<file path="src/rtl/phasecomp_ctrl.sv">
// Address/enable sequencer for the OS-PFB phase-compensation ping-pong RAM.
// Writes frame f into one bank while reading frame f-1 reversed and rotated by s_f from the other.
module phasecomp_ctrl #(
    parameter int M     = 8,
    parameter int D     = 6,
    parameter int WIDTH = 16
) (
    input  logic                     clk,
    input  logic                     rstn,
    input  logic                     clr,
    input  logic [WIDTH-1:0]         din,
    input  logic                     din_valid,
    output logic                     wr_en,
    output logic [$clog2(2*M)-1:0]   wr_addr,
    output logic [WIDTH-1:0]         wr_data,
    output logic                     rd_en,
    output logic [$clog2(2*M)-1:0]   rd_addr,
    output logic                     dout_valid,
    output logic                     frame_start,
    output logic [$clog2(M)-1:0]     shift_off
);

    localparam int AW = $clog2(2*M);
    localparam int SW = $clog2(M);
    localparam logic [SW:0] D_EXT = D[SW:0];
    localparam logic [SW:0] M_EXT = M[SW:0];

    typedef enum logic [1:0] {
        PRIME = 2'd0,
        RUN_B = 2'd1,
        RUN_A = 2'd2
    } state_t;

    state_t            state_q, state_d;
    logic [AW-1:0]     w_q, w_d;
    logic [SW-1:0]     s_q, s_d;
    logic [SW-1:0]     k, rd_idx;
    logic [SW:0]       s_sum, s_wrap;
    logic              last;

    logic              wr_en_q, rd_en_q, dout_valid_q, frame_start_q;
    logic [AW-1:0]     wr_addr_q, rd_addr_q;
    logic [WIDTH-1:0]  wr_data_q;
    logic [SW-1:0]     shift_off_q;

    always_comb begin
        k      = w_q[SW-1:0];
        last   = &k;
        w_d    = w_q + AW'(1);
        // Offset step s+D mod M, kept one bit wider so the wrap test sees the carry.
        s_sum  = {1'b0, s_q} + D_EXT;
        s_wrap = s_sum - M_EXT;
        s_d    = (s_sum >= M_EXT) ? s_wrap[SW-1:0] : s_sum[SW-1:0];
        rd_idx = s_q - SW'(1) - k;
        state_d = state_q;
        case (state_q)
            PRIME:   if (last) state_d = RUN_B;
            RUN_B:   if (last) state_d = RUN_A;
            RUN_A:   if (last) state_d = RUN_B;
            default: state_d = PRIME;
        endcase
    end

    always_ff @(posedge clk or negedge rstn) begin
        if (!rstn) begin
            state_q       <= PRIME;
            w_q           <= '0;
            s_q           <= '0;
            wr_en_q       <= 1'b0;
            rd_en_q       <= 1'b0;
            dout_valid_q  <= 1'b0;
            frame_start_q <= 1'b0;
            wr_addr_q     <= '0;
            rd_addr_q     <= '0;
            wr_data_q     <= '0;
            shift_off_q   <= '0;
        end else begin
            dout_valid_q <= rd_en_q;
            if (clr) begin
                state_q       <= PRIME;
                w_q           <= '0;
                s_q           <= '0;
                wr_en_q       <= 1'b0;
                rd_en_q       <= 1'b0;
                frame_start_q <= 1'b0;
                wr_addr_q     <= '0;
                rd_addr_q     <= '0;
                wr_data_q     <= '0;
                shift_off_q   <= '0;
            end else if (din_valid) begin
                wr_en_q       <= 1'b1;
                wr_addr_q     <= w_q;
                wr_data_q     <= din;
                rd_en_q       <= (state_q != PRIME);
                rd_addr_q     <= {~w_q[AW-1], rd_idx};
                frame_start_q <= (k == '0);
                if (k == '0) shift_off_q <= s_q;
                w_q <= w_d;
                if (last) begin
                    s_q     <= s_d;
                    state_q <= state_d;
                end
            end else begin
                wr_en_q       <= 1'b0;
                rd_en_q       <= 1'b0;
                frame_start_q <= 1'b0;
            end
        end
    end

    assign wr_en       = wr_en_q;
    assign wr_addr     = wr_addr_q;
    assign wr_data     = wr_data_q;
    assign rd_en       = rd_en_q;
    assign rd_addr     = rd_addr_q;
    assign dout_valid  = dout_valid_q;
    assign frame_start = frame_start_q;
    assign shift_off   = shift_off_q;

endmodule

</file>
<file path="config.mk">
export PLATFORM = sky130hd
export DESIGN_NAME = phasecomp_ctrl
export DESIGN_NICKNAME = d
export VERILOG_FILES = /design/src/rtl/phasecomp_ctrl.sv
export SDC_FILE = /design/constraint.sdc
export NUM_CORES = 1
export LEC_CHECK = 0
export BUFFER_PORTS_ARGS = -buffer_cell sky130_fd_sc_hd__buf_2
export CAP_MARGIN = 10
export CORE_UTILIZATION = 54
export DETAILED_ROUTE_END_ITERATION = 8
export GPL_TIMING_DRIVEN = 0
export PLACE_DENSITY = 0.83
export RECOVER_POWER = 100
export SLEW_MARGIN = 15
export SYNTH_ARGS = -nofsm -noshare
export SYNTH_HDL_FRONTEND = slang
export SYNTH_SLANG_ARGS = --single-unit
export TNS_END_PERCENT = 100
</file>
<file path="constraint.sdc">
create_clock -name clk -period 2.7 [get_ports clk]
set_input_delay 0.54 -clock clk [delete_from_list [all_inputs] [get_ports clk]]
set_output_delay 0.54 -clock clk [all_outputs]
set_load 0.02 [all_outputs]
</file>
==> impl_results.md, run 1 <==
* Die width at 57.56 um
* Crit-path cells: clkbuf_1 -> clkbuf_1 -> mux2i_1 -> nor2_1
* Initial antenna violation count at 0
* R2R Setup Slk at 1250 ps
* Post-route ant nets at 0
* Clock Pin Slew Worst Setup and Hold Paths at 120 ps
* Largest net degree at the start of global routing at 40
* Clk pwr share at 25.9%
* Worst Setup End Kind: register
* Yosys top cell by area: dfrtp_1
* Final Hold Fails at 0
* CORE AREA at 0.002829 sq mm
* Design Area, Final at 0.001939 sq mm
* RSZ-0062 raised after global routing: false
* Area Growth Syn to Fin at 16.37%
* Initial Util at 58.91%
* Worst Path Required at 2920 ps
* IO Port Bufs at 48
* Clk sinks at 39
* Most frequent CP cell: clkbuf_1
* Clock Latency Late Sink at 340 ps
* Number of distinct library cells after synthesis at 24
* EDFF count, synth at 0
* Fin crit share at 57.04%
* Worst hold margin at 287.2 ps
* Outcome: complete, but fails checks
* Final GP Congestion at 0.7520
* Synth async-reset ratio at 100.0%
* Vias in the first global route at 1211
* RR Startpoint: w_q[1]
* Setup crit start kind: input pin
* Relative slew slack at 44.50%
* FF+latch count, synth at 39
* CP arrival at 1760 ps
* Area contributors post-synth: dfrtp_1, mux2i_1, nor2_1
* Lkg Pwr at 0.9982 nW
* CTS Hold Bufs at 0
* Synth Cell Area at 0.001667 sq mm
* # DRC at 2
* Net Switching at 0.0002901 W
* Critical path type: in -> reg
* Antenna diodes at 0
* Delay-heaviest family, CP: buffers and inverters
* Post_cts resized at 0
* # rows at 19
* Failing checks: design-rule violations
* Register area share after synthesis at 58.56%
* TNS Setup at 0 ps
* M1 GR Usage at 25.38%
* Iter 0 DRT Violations at 23
* CTS buffer count at 5
* Minimum clock period after layout at 1540 ps
* Fmax at 649.3 MHz
* Logic pwr share at 14.4%
* Post-Route WL at 3047 um
* DP HPWL at 2242 um
* Peak VDD IR at 421.4 uV
* Pwr/cell area at 539.9 mW/mm^2
* Placed cells at 214
* Clock root buffer: clkbuf_4
* Dpl cell area at 0.001946 sq mm
* M2 GR Usage at 38.21%
* R2r endpoint: rd_addr[2]
* Worst clock skew at 18.06 ps
* Ys flop type: dfrtp_1
* Mapped Nets at 159
* Max Cap Viol at 0
* Buffer count from post-CTS setup fixing at 0
* Post-Syn Instances at 135
* Via count at 1142
* Drt via density at 5.191
* CTS tree: yes
* Post-route insts no fill at 220
* Top Ports at 51
* Synth Warn # at 0
* Met3 usage in global routing at 4.082%
* Total gr overflow at 0
* Sequential power share at 59.7%
* Share of the synthesized area in the top cell type at 58.56%
* # H-tree levels at 2
* Cell Int Power at 0.0007570 W
* Worst hold path class: in -> async
* Switching part of the total power at 27.71%
* Slowest Stage Delay on Critical Path at 580 ps
* Global-route wire length before repair at 5333 um
* Clk buf depth at 2
* Worst-case reg-to-reg path depth at 4
* Final setup violation count at 0
* Total GRT Usage at 21.55%
* Slew Limit Fails at 0
* DIE AREA at 0.003313 sq mm
* GRT Max-Usage Layer: met2
* Mean Syn Cell Area at 12.35 sq um
* Slowest CP cell: clkbuf_1
* Final nets at 214
* Drt pass-1 iters at 6
* CP max FO at 10
* CP Buf/Inv Count at 2
* Wirelength per Cell at 13.85 um
* Share of cells above drive strength 1 at 13.76%
* Chip height at 57.56 um
* Slew @ Worst Pin at 832.5 ps
## worst max-delay path by stage
| stage | start | endpoint | slack, ps | cells after the start |
|---|---|---|---|---|
| final | din_valid | wr_data[1] | 1160 | 4 |
| after global routing | din_valid | wr_addr[0] | 1080 | 4 |
| after floorplan | w_q[1] | rd_addr[2] | 1370 | 4 |
| after global placement | w_q[1] | rd_addr[2] | 1310 | 4 |
| after detailed placement | w_q[1] | rd_addr[2] | 1300 | 4 |
| after CTS | wr_data[13] | wr_data[13] | 1240 | 1 |
## metal layers
| layer | routed length (um) | part of all wire, % | vias up |
|---|---|---|---|
| li1 | - | - | 544 |
| met1 | 1287 | 42 | 564 |
| met3 | 105 | 3.4 | 7 |
| met2 | 1594 | 52 | 27 |
| met4 | 60 | 2.0 | 0 |
| met5 | 0 | 0 | - |
## final cells by class
| cell class | count | area (sq um) |
|---|---|---|
| Timing Repair Buffer | 48 | 201.4 |
| Clock buffer | 5 | 37.54 |
| Buffer | 8 | 53.80 |
| Sequential cell | 39 | 975.9 |
| Tap cell | 31 | 38.79 |
| Clock inverter | 1 | 7.507 |
| Fill cell | 228 | 889.6 |
| Inverter | 5 | 18.77 |
| Multi-Input combinational cell | 83 | 605.6 |
## cell usage in the layout, fill, tap and decap left out, drive strengths merged
cell	instances
clkinvlp	1
clkbuf	42
o21a	1
fa	1
dfrtp	39
nor2	32
and2b	1
nand4	1
xnor2	2
xor2	2
ha	3
mux2i	28
nand2	3
inv	5
xor3	1
a21oi	2
nand3b	2
conb	1
buf	19
and3b	2
nand4b	1
## per-stage QoR
step                      power [W]  utilization (%)  worst slack, ps
after floorplan           0.0007344                -             1374
after global placement    0.0007894            68.77             1307
after detailed placement  0.0007970            68.77             1299
after CTS                  0.001059            70.37             1240
after global routing       0.001096            68.55             1081
final                      0.001047            68.55             1160
## power by group through the flow
stage                     clock network, W  logic (W)  registers, W
after floorplan                          0  0.0000725      0.000662
after global placement                   0   0.000155      0.000634
after detailed placement                 0   0.000161      0.000636
after CTS                         0.000273   0.000161      0.000625
after global routing              0.000299   0.000168      0.000628
final                             0.000271   0.000151      0.000625
## state kept, by name, indices dropped and copies added (netlist names), 2 cells and up
name	count
wr_addr	4
state_q	2
rd_addr	4
w_q	4
s_q	2
wr_data	16
shift_off	3
## cells in the mapped netlist (3+ instances only)
cell type,number
ha_1,3
inv_1,5
nor2_1,32
dfrtp_1,39
mux2i_1,28
clkbuf_1,3
## cell families (layout without fill, tap and decap cells)
group                    Yosys count  after routing  share of synthesized area [%]
multiplexers                      28             28                          16.82
XOR/XNOR                           5              5                          3.529
buffers and inverters             13             67                          4.955
adder cells (fa/ha/maj)            4              4                          3.454
other                              1              1                         0.2250
AO/OA/AOI/OAI                      3              3                          1.051
AND/OR/NAND/NOR                   42             42                          11.41
flip-flops                        39             39                          58.56
Note: power is estimated with default switching activity, not from simulation.
==> run 2: changes to the inputs <==
--- a/config.mk
+++ b/config.mk
@@ -7,10 +7,10 @@
 export LEC_CHECK = 0
 export BUFFER_PORTS_ARGS = -buffer_cell sky130_fd_sc_hd__buf_2
 export CAP_MARGIN = 10
-export CORE_UTILIZATION = 54
+export CORE_UTILIZATION = 45
 export DETAILED_ROUTE_END_ITERATION = 8
 export GPL_TIMING_DRIVEN = 0
-export PLACE_DENSITY = 0.83
+export PLACE_DENSITY = 0.74
 export RECOVER_POWER = 100
 export SLEW_MARGIN = 15
 export SYNTH_ARGS = -nofsm -noshare
==> constraint.sdc (replaced) <==
create_clock -name clk -period 1.3 [get_ports clk]
set_input_delay 0.26 -clock clk [delete_from_list [all_inputs] [get_ports clk]]
set_output_delay 0.26 -clock clk [all_outputs]
set_load 0.02 [all_outputs]
==> run 2 against run 1 <==
Against the previous run:
- the run ends with negative setup slack left
- sequential share of layout area decreased by 2.5 points
- die area grew 19%
- hold slack got worse by 180 ps
- critical endpoint is now rd_addr[1]
==> impl_results.md, run 2 (synthesis results as in run 1) <==
* DP HPWL at 2289 um (+2.1%)
* # H-tree levels at 2 (unchanged)
* Top Ports at 51 (unchanged)
* Fmax at 756.4 MHz
* CTS tree: yes
* Clock Pin Slew Worst Setup and Hold Paths at 70 ps (-50 ps)
* Final Hold Fails at 0 (unchanged)
* Initial antenna violation count at 0 (unchanged)
* Total GRT Usage at 17.97% (-3.6 points)
* Switching part of the total power at 24.91% (-2.8 points)
* Largest net degree at the start of global routing at 40 (unchanged)
* Most common cell after layout, fill and taps aside: dfrtp_1
* Crit-path cells: fa_2 -> inv_1 -> mux2i_1 -> nor2_1
* Dpl cell area at 0.001967 sq mm (+1.1%)
* Relative slew slack at 37.17% (-7.3 points)
* Final setup violation count at 1 (+1)
* Final nets at 216 (+0.93%)
* Slew Limit Fails at 0 (unchanged)
* Logic pwr share at 13.0% (-1.4 points)
* Slew @ Worst Pin at 942.4 ps (+110.0 ps)
* Worst hold path class: in -> async
* Most frequent cells in the layout: dfrtp_1, clkbuf_1, nor2_1
* Wirelength per Cell at 13.37 um (-3.4%)
* CP arrival at 1480 ps (-280 ps)
* # rows at 21 (+2)
* Setup WS post-layout at -22.06 ps (-1182 ps)
* Share of cells above drive strength 1 at 18.13% (+4.4 points)
* Global-route wire length before repair at 5430 um (+1.8%)
* Clk sinks at 39 (unchanged)
* CTS buffer count at 5 (unchanged)
* Max Cap Viol at 0 (unchanged)
* Pwr/cell area at 1220 mW/mm^2 (+130%)
* Post-Route WL at 3196 um (+4.9%)
* Register area at 977.2 sq um (+0.13%)
* Peak VDD IR at 787.6 uV (+87%)
* Fin crit share at 101.7%
* IO Port Bufs at 48 (unchanged)
* Area Growth Syn to Fin at 22.60%
* Max reg flops at 16 (unchanged)
* Chip height at 62.86 um (+9.2%)
* Clk buf depth at 2 (unchanged)
* CORE AREA at 0.003442 sq mm (+22%)
* Sequential power share at 52.1% (-7.6 points)
* Clock root buffer: clkbuf_8
* Critical path type: reg -> reg
* Total gr overflow at 0 (unchanged)
* Area of the multi-input gates at 613.1 sq um (+1.2%)
* Worst Path Required at 1460 ps (-1460 ps)
* Failing checks: negative setup slack
* Design Area, Final at 0.002043 sq mm (+5.4%)
* Worst clock skew at 3.445 ps (-14.62 ps)
* Final GP Congestion at 0.7121 (-5.3%)
* Post-route ant nets at 0 (unchanged)
* Outcome: complete, but fails checks
* Cell Int Power at 0.001872 W (+150%)
* Minimum clock period after layout at 1322 ps
* Vias in the first global route at 1198 (-1.1%)
* Total Power at 0.002493 W (+140%)
* Drt pass-1 iters at 4 (-2)
* Iter 0 DRT Violations at 26 (+13%)
* Slowest CP cell: fa_2
* DIE AREA at 0.003951 sq mm (+19%)
* Lkg Pwr at 1.038 nW (+3.9%)
* Die width at 62.86 um (+9.2%)
* Worst hold margin at 108.9 ps (-178.2 ps)
* Antenna diodes at 0 (unchanged)
* Pre-CTS setup slack at -97.14 ps (-1396 ps)
* Initial Util at 48.42% (-10 points)
* Via count at 1160 (+1.6%)
* Clk pwr share at 34.9% (+9.0 points)
* Drt via density at 4.854 (-6.5%)
* Fillcell total at 306 (+34%)
* Setup crit start kind: register
* Slowest Stage Delay on Critical Path at 530 ps (-50 ps)
* Net Switching at 0.0006210 W (+110%)
* # DRC at 0 (-2)
* Worst Setup End Kind: register
* Clock Latency Late Sink at 280 ps (-60 ps)
* RSZ-0062 raised after global routing: true
* CP max FO at 6 (-4)
run 2: cell count changes in the layout (fill, tap and decap cells not counted), sizes merged:
cell,previous run,this run
buf,19,22
clkbuf,42,44
clkinvlp,1,0
run 2: power groups by stage:
stage	logic [W]	clock network, W	registers [W]
finish	0.000325	0.000870	0.00130
global route	0.000358	0.000950	0.00130
global placement	0.000325	0	0.00132
floorplan	0.000151	0	0.00138
CTS	0.000345	0.000896	0.00130
detailed placement	0.000338	0	0.00132
run 2: per-layer routing:
metal / GRT usage [%] / wire, um
met1: 20.91 / 1352
met2: 31.39 / 1668
met3: 4.745 / 122
met4: 6.977 / 53
met5: 0 / 0
run 2: timing repair:
action,in CTS,in global routing
hold endpoints to repair,0,0
cloned,0,0
gates resized for setup,2,1
setup buffers,2,0
setup endpoints to repair,6,6
pin swaps,1,2
hold buffers,0,0
run 2: path summary, 6_finish.rpt:
path | from | endpoint | slack (ps) | cells after the start
setup / recovery | w_q[1] | rd_addr[1] | -20 | 4
hold / removal | rstn | rd_addr[1] | 110 | 1
setup reg to reg | w_q[1] | rd_addr[1] | -20 | 4
hold reg to reg | rd_en | dout_valid | 380 | 0
max in group asynchronous | rstn | w_q[1] | 550 | 1
min in group clk | din[15] | wr_data[15] | 220 | 3
run 2: cell type report:
type	count	area share, %
Multi-Input combinational cell	83	30.01
Inverter	5	0.9186
Clock buffer	8	4.899
Sequential cell	39	47.83
Timing Repair Buffer	50	10.41
Tap cell	46	2.817
Buffer	8	3.123
run 2: worst max-delay path: cells and delay by family (launching register included):
kind | cells | cell delay [ps]
fa+ha+maj | 1 | 530
flops | 1 | 450
mux | 1 | 130
simple gates | 1 | 60
buf+inv | 1 | 40
run 2: stage by stage:
step,utilization [%],setup TNS [ps],std cells
finish,59.36,-22.06,239
global route,59.36,-282.1,239
CTS,60.60,-22.85,239
detailed placement,57.14,-249.8,229
global placement,57.14,-146.4,229
floorplan,-,-3.490,135
==> run 3: changes to the inputs <==
--- a/config.mk
+++ b/config.mk
@@ -5,12 +5,12 @@
 export SDC_FILE = /design/constraint.sdc
 export NUM_CORES = 1
 export LEC_CHECK = 0
-export BUFFER_PORTS_ARGS = -buffer_cell sky130_fd_sc_hd__buf_2
 export CAP_MARGIN = 10
-export CORE_UTILIZATION = 45
+export CORE_UTILIZATION = 55
 export DETAILED_ROUTE_END_ITERATION = 8
+export DONT_BUFFER_PORTS = 1
 export GPL_TIMING_DRIVEN = 0
-export PLACE_DENSITY = 0.74
+export PLACE_DENSITY = 0.73
 export RECOVER_POWER = 100
 export SLEW_MARGIN = 15
 export SYNTH_ARGS = -nofsm -noshare
==> run 3 against run 2 <==
Against the previous run:
- the flow finishes with violations (design-rule violations, negative setup slack)
- sequential share of layout area increased by 5.4 points
- flip-flop and latch count stayed put
- clock power fell by 34%
- utilization up 6.2 points
- global-route usage is 0.93 points higher
- combinational power decreased by 29%
- power fell by 13%
- die area is 18% lower
- count of clock-buffer cells in the layout fell by 1
- routed wire length decreased by 13%
- register-to-register slack better by 20 ps
- clock skew about the same
- largest cell class unchanged
- largest power group unchanged
- highest routed layer unchanged
==> impl_results.md, run 3 (synthesis results as in run 1) <==
* CTS tree: yes
* Iter 0 DRT Violations at 44 (+69%)
* Post-Route WL at 2795 um (-13%)
* Total Power at 0.002166 W (-13%)
* Slew Limit Fails at 0 (unchanged)
* Outcome: complete, but fails checks
* Minimum clock period after layout at 1307 ps (-15.26 ps)
* Worst clock skew at 3.472 ps (+0.02647 ps)
* IO Port Bufs at 0 (-100%)
* Chip height at 57.05 um (-9.2%)
* Failing checks: design-rule violations, negative setup slack
* Initial Util at 59.41% (+11 points)
* Via count at 990 (-15%)
* # H-tree levels at 2 (unchanged)
* DP HPWL at 1889 um (-17%)
* Setup crit start kind: register
* Total gr overflow at 0 (unchanged)
* Total GRT Usage at 18.90% (+0.93 points)
* Fillcell total at 218 (-29%)
* Clk sinks at 39 (unchanged)
* Global-route wire length before repair at 4560 um (-16%)
* Critical path type: reg -> reg
* Final setup violation count at 2 (+1)
* Share of cells above drive strength 1 at 18.54% (+0.41 points)
* Fin crit share at 100.5% (-1.2 points)
* Clock root buffer: clkbuf_4
* Final nets at 174 (-19%)
* Wirelength per Cell at 15.36 um (+15%)
* Area Growth Syn to Fin at 10.29%
* CP Launch Point: s_q[1]
* Max Cap Viol at 0 (unchanged)
* Drt pass-1 iters at 6 (+2)
* Worst Path Required at 1520 ps (+60 ps)
* CP max FO at 3 (-3)
* Antenna diodes at 0 (unchanged)
* Pwr/cell area at 1179 mW/mm^2 (-3.4%)
* Design Area, Final at 0.001838 sq mm (-10%)
* Initial antenna violation count at 0 (unchanged)
* Dpl cell area at 0.001708 sq mm (-13%)
* R2R Setup Slk at -7 ps (+20 ps)
* Lkg Pwr at 0.9377 nW (-9.6%)
* Most common cell after layout, fill and taps aside: dfrtp_1
* Fin util at 65.52% (+6.2 points)
* Top Ports at 51 (unchanged)
* Slew @ Worst Pin at 832.6 ps (-109.9 ps)
* Final Hold Fails at 0 (unchanged)
* Clock Pin Slew Worst Setup and Hold Paths at 110 ps (+40 ps)
* Vias in the first global route at 1038 (-13%)
* CORE AREA at 0.002805 sq mm (-19%)
* CP arrival at 1520 ps (+40 ps)
* Clk buf depth at 2 (unchanged)
* Worst Setup End Kind: register
* Post-route ant nets at 0 (unchanged)
* # rows at 19 (-9.5%)
* R2r endpoint: rd_addr[2]
* Fmax at 765.2 MHz (+1.2%)
* DIE AREA at 0.003254 sq mm (-18%)
* Peak VDD IR at 760.1 uV (-3.5%)
* Crit path to: rd_addr[2]
* Max reg flops at 16 (unchanged)
* Final GP Congestion at 0.7657 (+7.5%)
* Drt via density at 5.440 (+12%)
* Clock Latency Late Sink at 340 ps (+60 ps)
* Setup WS post-layout at -6.798 ps (+15.26 ps)
* RR Startpoint: s_q[1]
* Worst-case reg-to-reg path depth at 5 (+1)
* Most frequent cells in the layout: dfrtp_1, nor2_1, mux2i_1
* CTS buffer count at 5 (unchanged)
* # DRC at 2 (+2)
* Largest net degree at the start of global routing at 40 (unchanged)
* Worst hold path class: in -> reg
* Die width at 57.05 um (-9.2%)
* RSZ-0062 raised after global routing: true
* Relative slew slack at 44.50% (+7.3 points)
run 3: cell types whose count changed in the layout (fill, tap and decap cells not counted), moves of 2 or more:
cell | previous run | this run
inv_2 | 0 | 2
clkbuf_8 | 7 | 0
buf_4 | 1 | 4
clkbuf_1 | 36 | 5
inv_1 | 5 | 3
ha_1 | 2 | 0
clkbuf_4 | 0 | 7
buf_2 | 18 | 3
run 3: worst min path at each step:
stage                 start            to  slack (ps)  cells after the start
CTS                  din[1]    wr_data[1]          70                      2
floorplan              rstn    dout_valid         -40                      0
global route        din[15]   wr_data[15]          60                      2
detailed placement     rstn  shift_off[0]         -30                      0
global placement       rstn  shift_off[0]         -30                      0
finish               din[1]    wr_data[1]          80                      2
run 3: report_power, final:
part	internal (W)	switching (W)	leakage [nW]	total (W)
registers	0.00126	0.0000951	0.523	0.00136
logic	0.000109	0.000123	0.386	0.000232
clock network	0.000211	0.000365	0.0293	0.000576
total	0.00158	0.000583	0.938	0.00217
run 3: repair_timing:
action / in CTS / in global routing
pin swaps: 1 / 1
endpoints found under the hold margin: 39 / 0
setup buffers: 4 / 2
resized for setup: 3 / 5
endpoints found under the setup margin: 7 / 7
hold buffers: 2 / 0
run 3: routing by layer:
metal | global-route usage, % | part of all wire (%) | wire length [um]
met5 | 0 | 0 | 0
met1 | 24.42 | 44 | 1224
met2 | 29.41 | 50 | 1390
met3 | 5.442 | 5.0 | 139
met4 | 9.408 | 1.4 | 40
run 3: through the flow:
| step | cells | hold WS [ps] | setup TNS, ps | setup WS [ps] |
|---|---|---|---|---|
| CTS | 180 | 65.41 | -67.83 | -49.35 |
| global route | 182 | 63.90 | -289.6 | -69.93 |
| global placement | 166 | -34.80 | -158.8 | -71.27 |
| floorplan | 135 | -35.59 | -3.490 | -3.490 |
| detailed placement | 166 | -34.78 | -352.8 | -109.5 |
| finish | 182 | 75.41 | -12.77 | -6.798 |
run 3: layout make-up:
class / count / area [sq um] / share of cell area, %
multi-input cells: 83 / 628.1 / 34.17
flip-flops and latches: 39 / 978.4 / 53.23
repair buffers: 8 / 60.06 / 3.268
well taps: 31 / 38.79 / 2.110
plain buffers: 8 / 63.81 / 3.472
clock inverters: 1 / 5.005 / 0.2723
clock buffers: 7 / 45.04 / 2.451
inverters: 5 / 18.77 / 1.021
run 3: critical path: stages (launching register included):
cell and delay, ps:
dfrtp_1 400, inv_2 50, fa_2 350, xor3_1 190, mux2i_1 150, nor2_1 60
